`config.mk`:
```
export PLATFORM = sky130hd
export DESIGN_NAME = burst_envelope_gen
export DESIGN_NICKNAME = d
export VERILOG_FILES = /design/src/rtl/burst_envelope_gen_pkg.sv /design/src/rtl/square_carrier.sv /design/src/rtl/burst_envelope_gen.sv
export SDC_FILE = /design/constraint.sdc
export NUM_CORES = 1
export LEC_CHECK = 0
export BUFFER_PORTS_ARGS = -buffer_cell sky130_fd_sc_hd__buf_2
export CAP_MARGIN = 15
export CORE_AREA = 2 2 110 112
export CTS_CLUSTER_DIAMETER = 60
export DETAILED_ROUTE_END_ITERATION = 6
export DIE_AREA = 0 0 112 114
export PLACE_DENSITY = 0.55
export SYNTH_ARGS = -nofsm -noshare
export SYNTH_HDL_FRONTEND = slang
export SYNTH_SLANG_ARGS = --single-unit
export TNS_END_PERCENT = 10
```
`constraint.sdc`:
```
create_clock -name clk -period 7.15 [get_ports clk]
set_clock_uncertainty 0.2 [all_clocks]
set_input_delay 0 -clock clk [delete_from_list [all_inputs] [get_ports clk]]
set_output_delay 0 -clock clk [all_outputs]
set_load 0.02 [all_outputs]
```
`src/rtl/burst_envelope_gen_pkg.sv`:
```
// Shared definitions for the burst envelope generator.
// Holds the envelope FSM state encoding (IDLE=0, ATTACK=1, SUSTAIN=2, RELEASE=3).
package burst_envelope_gen_pkg;

  typedef enum logic [1:0] {
    IDLE    = 2'd0,
    ATTACK  = 2'd1,
    SUSTAIN = 2'd2,
    RELEASE = 2'd3
  } env_state_e;

endpackage

```
`src/rtl/square_carrier.sv`:
```
// Square-wave carrier: half-period counter plus phase flip-flop.
// Ports:
//   clk      sample clock
//   rst      synchronous active-high reset
//   advance  count one enabled sample
//   restart  treat this sample as counter 0, phase 0 (start of a fresh burst)
//   phase    registered carrier phase (0 = positive half, 1 = negative half)
module square_carrier #(
  parameter int unsigned HALF_PERIOD = 8
) (
  input  logic clk,
  input  logic rst,
  input  logic advance,
  input  logic restart,
  output logic phase
);

  localparam int unsigned CW = (HALF_PERIOD > 1) ? $clog2(HALF_PERIOD) : 1;
  localparam logic [CW-1:0] LAST = CW'(HALF_PERIOD - 1);

  logic [CW-1:0] cnt;
  logic [CW-1:0] cnt_base_c;
  logic          phase_base_c;

  // A restart sample counts as position 0 of phase 0 before advancing.
  assign cnt_base_c   = restart ? '0 : cnt;
  assign phase_base_c = restart ? 1'b0 : phase;

  always_ff @(posedge clk) begin
    if (rst) begin
      cnt   <= '0;
      phase <= 1'b0;
    end else if (advance) begin
      if (cnt_base_c == LAST) begin
        cnt   <= '0;
        phase <= ~phase_base_c;
      end else begin
        cnt   <= cnt_base_c + CW'(1);
        phase <= phase_base_c;
      end
    end else if (restart) begin
      cnt   <= '0;
      phase <= 1'b0;
    end
  end

endmodule

```
`src/rtl/burst_envelope_gen.sv`:
```
// Gated burst generator: signed square-wave carrier under an
// attack/sustain/release envelope.
// Ports:
//   clk        sample clock
//   rst        synchronous active-high reset
//   sampleEn   sample strobe; everything advances only on strobe cycles
//   gate       burst request, sampled on strobe cycles
//   ampTarget  unsigned sustain magnitude, latched at burst start / retrigger
//   outData    registered signed output sample
//   outValid   registered copy of sampleEn
//   busy       registered, high while the FSM is not IDLE
module burst_envelope_gen
  import burst_envelope_gen_pkg::*;
#(
  parameter int unsigned OUT_WIDTH   = 16,
  parameter int unsigned HALF_PERIOD = 8,
  parameter int unsigned STEP        = 1024
) (
  input  logic                        clk,
  input  logic                        rst,
  input  logic                        sampleEn,
  input  logic                        gate,
  input  logic        [OUT_WIDTH-2:0] ampTarget,
  output logic signed [OUT_WIDTH-1:0] outData,
  output logic                        outValid,
  output logic                        busy
);

  localparam int unsigned EW = OUT_WIDTH - 1;
  localparam logic [EW-1:0] STEP_E = EW'(STEP);

  env_state_e           state, state_nxt;
  logic [EW-1:0]        env, env_nxt;
  logic [EW-1:0]        tgt, tgt_nxt;
  logic [OUT_WIDTH-1:0] sum_c;
  logic [EW-1:0]        inc_c, dec_c;
  logic                 restart_c, advance_c;
  logic                 phase, phase_eff_c;
  logic [OUT_WIDTH-1:0] mag_c, neg_c;

  // Target re-latches on burst start and on retrigger out of RELEASE.
  assign tgt_nxt = (sampleEn && gate && (state == IDLE || state == RELEASE)) ? ampTarget : tgt;

  // Saturating ramp; the sum carries one extra bit so it cannot wrap.
  assign sum_c = {1'b0, env} + OUT_WIDTH'(STEP);
  assign inc_c = (sum_c >= {1'b0, tgt_nxt}) ? tgt_nxt : sum_c[EW-1:0];
  assign dec_c = (env > STEP_E) ? (env - STEP_E) : '0;

  // Envelope FSM state register.
  always_ff @(posedge clk) begin
    if (rst) begin
      state <= IDLE;
      env   <= '0;
      tgt   <= '0;
    end else begin
      state <= state_nxt;
      env   <= env_nxt;
      tgt   <= tgt_nxt;
    end
  end

  // Envelope FSM next state; a decrement that lands on 0 ends the burst.
  always_comb begin
    state_nxt = state;
    env_nxt   = env;
    restart_c = 1'b0;
    if (sampleEn) begin
      case (state)
        IDLE: begin
          env_nxt = '0;
          if (gate) begin
            restart_c = 1'b1;
            env_nxt   = inc_c;
            state_nxt = (inc_c == tgt_nxt) ? SUSTAIN : ATTACK;
          end
        end
        ATTACK: begin
          if (!gate) begin
            env_nxt   = dec_c;
            state_nxt = (dec_c == '0) ? IDLE : RELEASE;
          end else begin
            env_nxt   = inc_c;
            state_nxt = (inc_c == tgt_nxt) ? SUSTAIN : ATTACK;
          end
        end
        SUSTAIN: begin
          if (!gate) begin
            env_nxt   = dec_c;
            state_nxt = (dec_c == '0) ? IDLE : RELEASE;
          end else begin
            env_nxt = tgt;
          end
        end
        RELEASE: begin
          if (gate) begin
            env_nxt   = inc_c;
            state_nxt = (inc_c == tgt_nxt) ? SUSTAIN : ATTACK;
          end else begin
            env_nxt   = dec_c;
            state_nxt = (dec_c == '0) ? IDLE : RELEASE;
          end
        end
      endcase
    end
  end

  // Carrier runs on every strobe of a burst, including its first sample.
  assign advance_c   = sampleEn && ((state != IDLE) || gate);
  assign phase_eff_c = restart_c ? 1'b0 : phase;

  square_carrier #(
    .HALF_PERIOD(HALF_PERIOD)
  ) u_carrier (
    .clk    (clk),
    .rst    (rst),
    .advance(advance_c),
    .restart(restart_c),
    .phase  (phase)
  );

  // Registered sign mux; magnitude fits in EW bits so the most negative code never appears.
  assign mag_c = {1'b0, env_nxt};
  assign neg_c = ~mag_c + OUT_WIDTH'(1);

  always_ff @(posedge clk) begin
    if (rst) begin
      outData  <= '0;
      outValid <= 1'b0;
      busy     <= 1'b0;
    end else begin
      outValid <= sampleEn;
      if (sampleEn) begin
        outData <= phase_eff_c ? $signed(neg_c) : $signed(mag_c);
        busy    <= (state_nxt != IDLE);
      end
    end
  end

endmodule
```
==> impl_metrics.tcl <==
set metrics [dict create \
    wl_per_cell_um 19.6 \
    synth_xor_area_frac 0.0518 \
    netlist_area_um2 4390 \
    cts_tree "built" \
    grt_first_pass_wirelength_mm 24.0 \
    dp_hpwl_mm 10.7 \
    dpl.cell_count 740 \
    synth.yosys.seq_area_share 0.246 \
    clkLatencyLatePin_ns 0.31 \
    grt_pass1_vias 4313 \
    status "complete, no violations" \
    synthSimpleGateAreaFrac 0.223 \
    diodes 0 \
    power_mw 1.19 \
    final_cells 761 \
    crit-reg2reg-capture "outData[12]$_SDFFE_PP0P_" \
    clock_path_buffers 2 \
    timing.rr.start "state[0]$_SDFF_PP0_" \
    hold_class "in2reg" \
    grt_overflow 0 \
    r2r_cells 17 \
    slew_viol_final 0 \
    end_kind "flip-flop" \
    finalCriticalPeriod_ns 5.99 \
    dpl_cell_area_um2 4660 \
    endpoint "outData[12]$_SDFFE_PP0P_" \
    grt_antenna_before_repair 0 \
    fin_crit_sh 0.837 \
    crit_path_start "state[0]$_SDFF_PP0_" \
    drt_iter0_markers 417 \
    synth_fp_nets 629 \
    maxCapViolations 0 \
    layout_common_cells "65 x nor2_1, 54 x dfxtp_1, 45 x a21oi_1" \
    cts_sinks 54 \
    syn_area_per_cell_um2 7.50 \
    synth_compound_area_frac 0.310 \
    cts_resized 0 \
    rows 40 \
    design_area_um2 4970 \
    max_freq_ghz 0.167 \
    fp.coreArea_um2 11700 \
    path_clk_slew_ns 0.07 \
    chipHeight_um 114 \
    synth_ff_type "dfxtp_1" \
    cts_max_level 2 \
    hold_depth 4 \
    crit_path_max_fanout 19 \
    postSynth.asyncResetShare 0 \
    io_pins 37 \
    layout.nets 657 \
    synth_edf_count 0 \
    finalHoldViolations 0 \
    crit_required_ns 7.17 \
    drive_above_1_share 0.114 \
    grt_usage 0.238 \
    postRouteAntennaNets 0 \
    netlist_instances 586 \
    worstSetupStartpointType "flip-flop" \
    finalSetupViolations 0 \
    setup_tns_ns 0 \
    gp_congestion 0.895 \
    synthMuxAreaShare 0.0419 \
    cts_root_buf "clkbuf_16" \
    via_count 4578 \
    n_fill_cell 1228 \
    critical_path_class "reg2reg" \
    drt_wl_total_mm 14.9 \
    synth_fa_ha_area_frac 0.0684 \
    drc_errors 0 \
    slew-limit-headroom 0.416 \
    synth_top_family_by_area "compound AO/OA/AOI/OAI gates" \
    cp.arrival_ns 6.01 \
    postCtsSetupRepairBufs 0 \
    drt_pass1_iterations 6 \
    grt_max_degree 55 \
    worstMarginPinSlew_ns 0.876 \
    rsz0062_at_grt "no" \
    final_util 0.424 \
    powerDensity_nw_per_um2 239 \
    fp.dieArea_um2 12800 \
    layout_commonest_cell "nor2_1" \
    io_buffer_count 36 \
    area_growth_pct 13.1 \
    synth.distinct_cells 74 \
    numCtsBuffers 5 \
    vias_per_cell 6.02 \
    ys_ff_latch 54 \
    irDropWorstVdd_v 0.0000970 \
    leakage_nw 2.05 \
    die_x_um 112 \
    yosysWarnings 0 \
    regToRegSetupSlack_ns 1.16 \
    start_util 0.375 \
]
## layer usage
metal	wire length, µm	track usage
met1	6640	0.319
met2	6830	0.375
met3	879	0.0478
met4	556	0.0992
met5	0	0
## synthesized netlist by cell type (all sizes together) (6+ instances only)
| library cell | number | share of area |
|---|---|---|
| nor4 | 7 | 0.010 |
| ha | 24 | 0.068 |
| a21o | 8 | 0.014 |
| nand2b | 6 | 0.0085 |
| a31oi | 15 | 0.021 |
| o31ai | 7 | 0.012 |
| nand2 | 45 | 0.040 |
| mux2i | 18 | 0.042 |
| nand3 | 23 | 0.026 |
| xnor2 | 21 | 0.042 |
| a211o | 7 | 0.014 |
| a311oi | 6 | 0.016 |
| o21ai | 46 | 0.053 |
| nor2b | 7 | 0.010 |
| nor2 | 66 | 0.057 |
| a211oi | 21 | 0.037 |
| and2 | 7 | 0.010 |
| nor3 | 17 | 0.021 |
| buf | 13 | 0.017 |
| inv | 21 | 0.018 |
| clkbuf | 27 | 0.023 |
| a21oi | 46 | 0.053 |
| dfxtp | 54 | 0.25 |
## through the flow
| stage | worst slack [ns] | hold WS [ns] |
|---|---|---|
| 2_1_floorplan | 2.17 | -0.0174 |
| 6_report | 1.16 | 0.0276 |
| 3_3_place_gp | 1.38 | 0.152 |
| 4_1_cts | 1.17 | 0.0169 |
| 3_5_place_dp | 1.18 | 0.165 |
| 5_1_grt | 0.765 | 0.0350 |
## power by group
part,internal [mW],switching [mW]
clock,0.164,0.122
combinational,0.194,0.353
sequential,0.325,0.0314
total,0.683,0.506
## kinds of logic after synthesis
| family | Yosys count |
|---|---|
| AOI/OAI and AO/OA | 201 |
| muxes | 18 |
| and+or+nand+nor | 201 |
| xor gates and xnor gates | 26 |
| buffers and inverters | 62 |
| DFF | 54 |
| adders and majority gates | 24 |
## state kept, by name, summed over array words and instances, names as in the netlist
register,cells
u_carrier.phase,1
outValid,1
outData,16
busy,1
state,2
env,15
tgt,15
u_carrier.cnt,3
## critical path, cell delays in order, from the launching register on
cell	delay [ns]
dfxtp_1	0.39
inv_1	0.13
ha_1	0.33
nand3b_4	0.37
mux2i_1	0.61
ha_1	0.36
nand3_1	0.09
nor2_1	0.07
a311oi_2	0.40
o21a_1	0.51
nand2_4	0.27
o311a_1	0.40
a211oi_2	0.37
ha_1	0.30
nand4_1	0.22
or3b_1	0.45
a21o_1	0.20
a311oi_2	0.23
## repair_timing
item,CTS,global route
hold buffers,14,0
endpoints found under the setup margin,0,0
hold endpoints to repair,14,0
## cell type report
cell class | instances | area [µm²] | area share
multi-input cells | 470 | 3050 | 0.615
flip-flops and latches | 54 | 1080 | 0.218
repair buffers | 61 | 403 | 0.0811
well taps | 147 | 184 | 0.0370
clock buffers | 5 | 125 | 0.0252
inverters | 22 | 82.6 | 0.0166
clock inverters | 2 | 38.8 | 0.00781
## worst min path at each step
stage                            start                 to  slack [ns]
after floorplan           ampTarget[2]  tgt[2]$_SDFF_PP0_       -0.02
after global placement    ampTarget[7]  tgt[7]$_SDFF_PP0_        0.15
after detailed placement  ampTarget[7]  tgt[7]$_SDFF_PP0_        0.17
after CTS                 ampTarget[1]  tgt[1]$_SDFF_PP0_        0.02
after global routing      ampTarget[1]  tgt[1]$_SDFF_PP0_        0.03
final                     ampTarget[1]  tgt[1]$_SDFF_PP0_        0.03
Power figures use the tool's default switching activity.
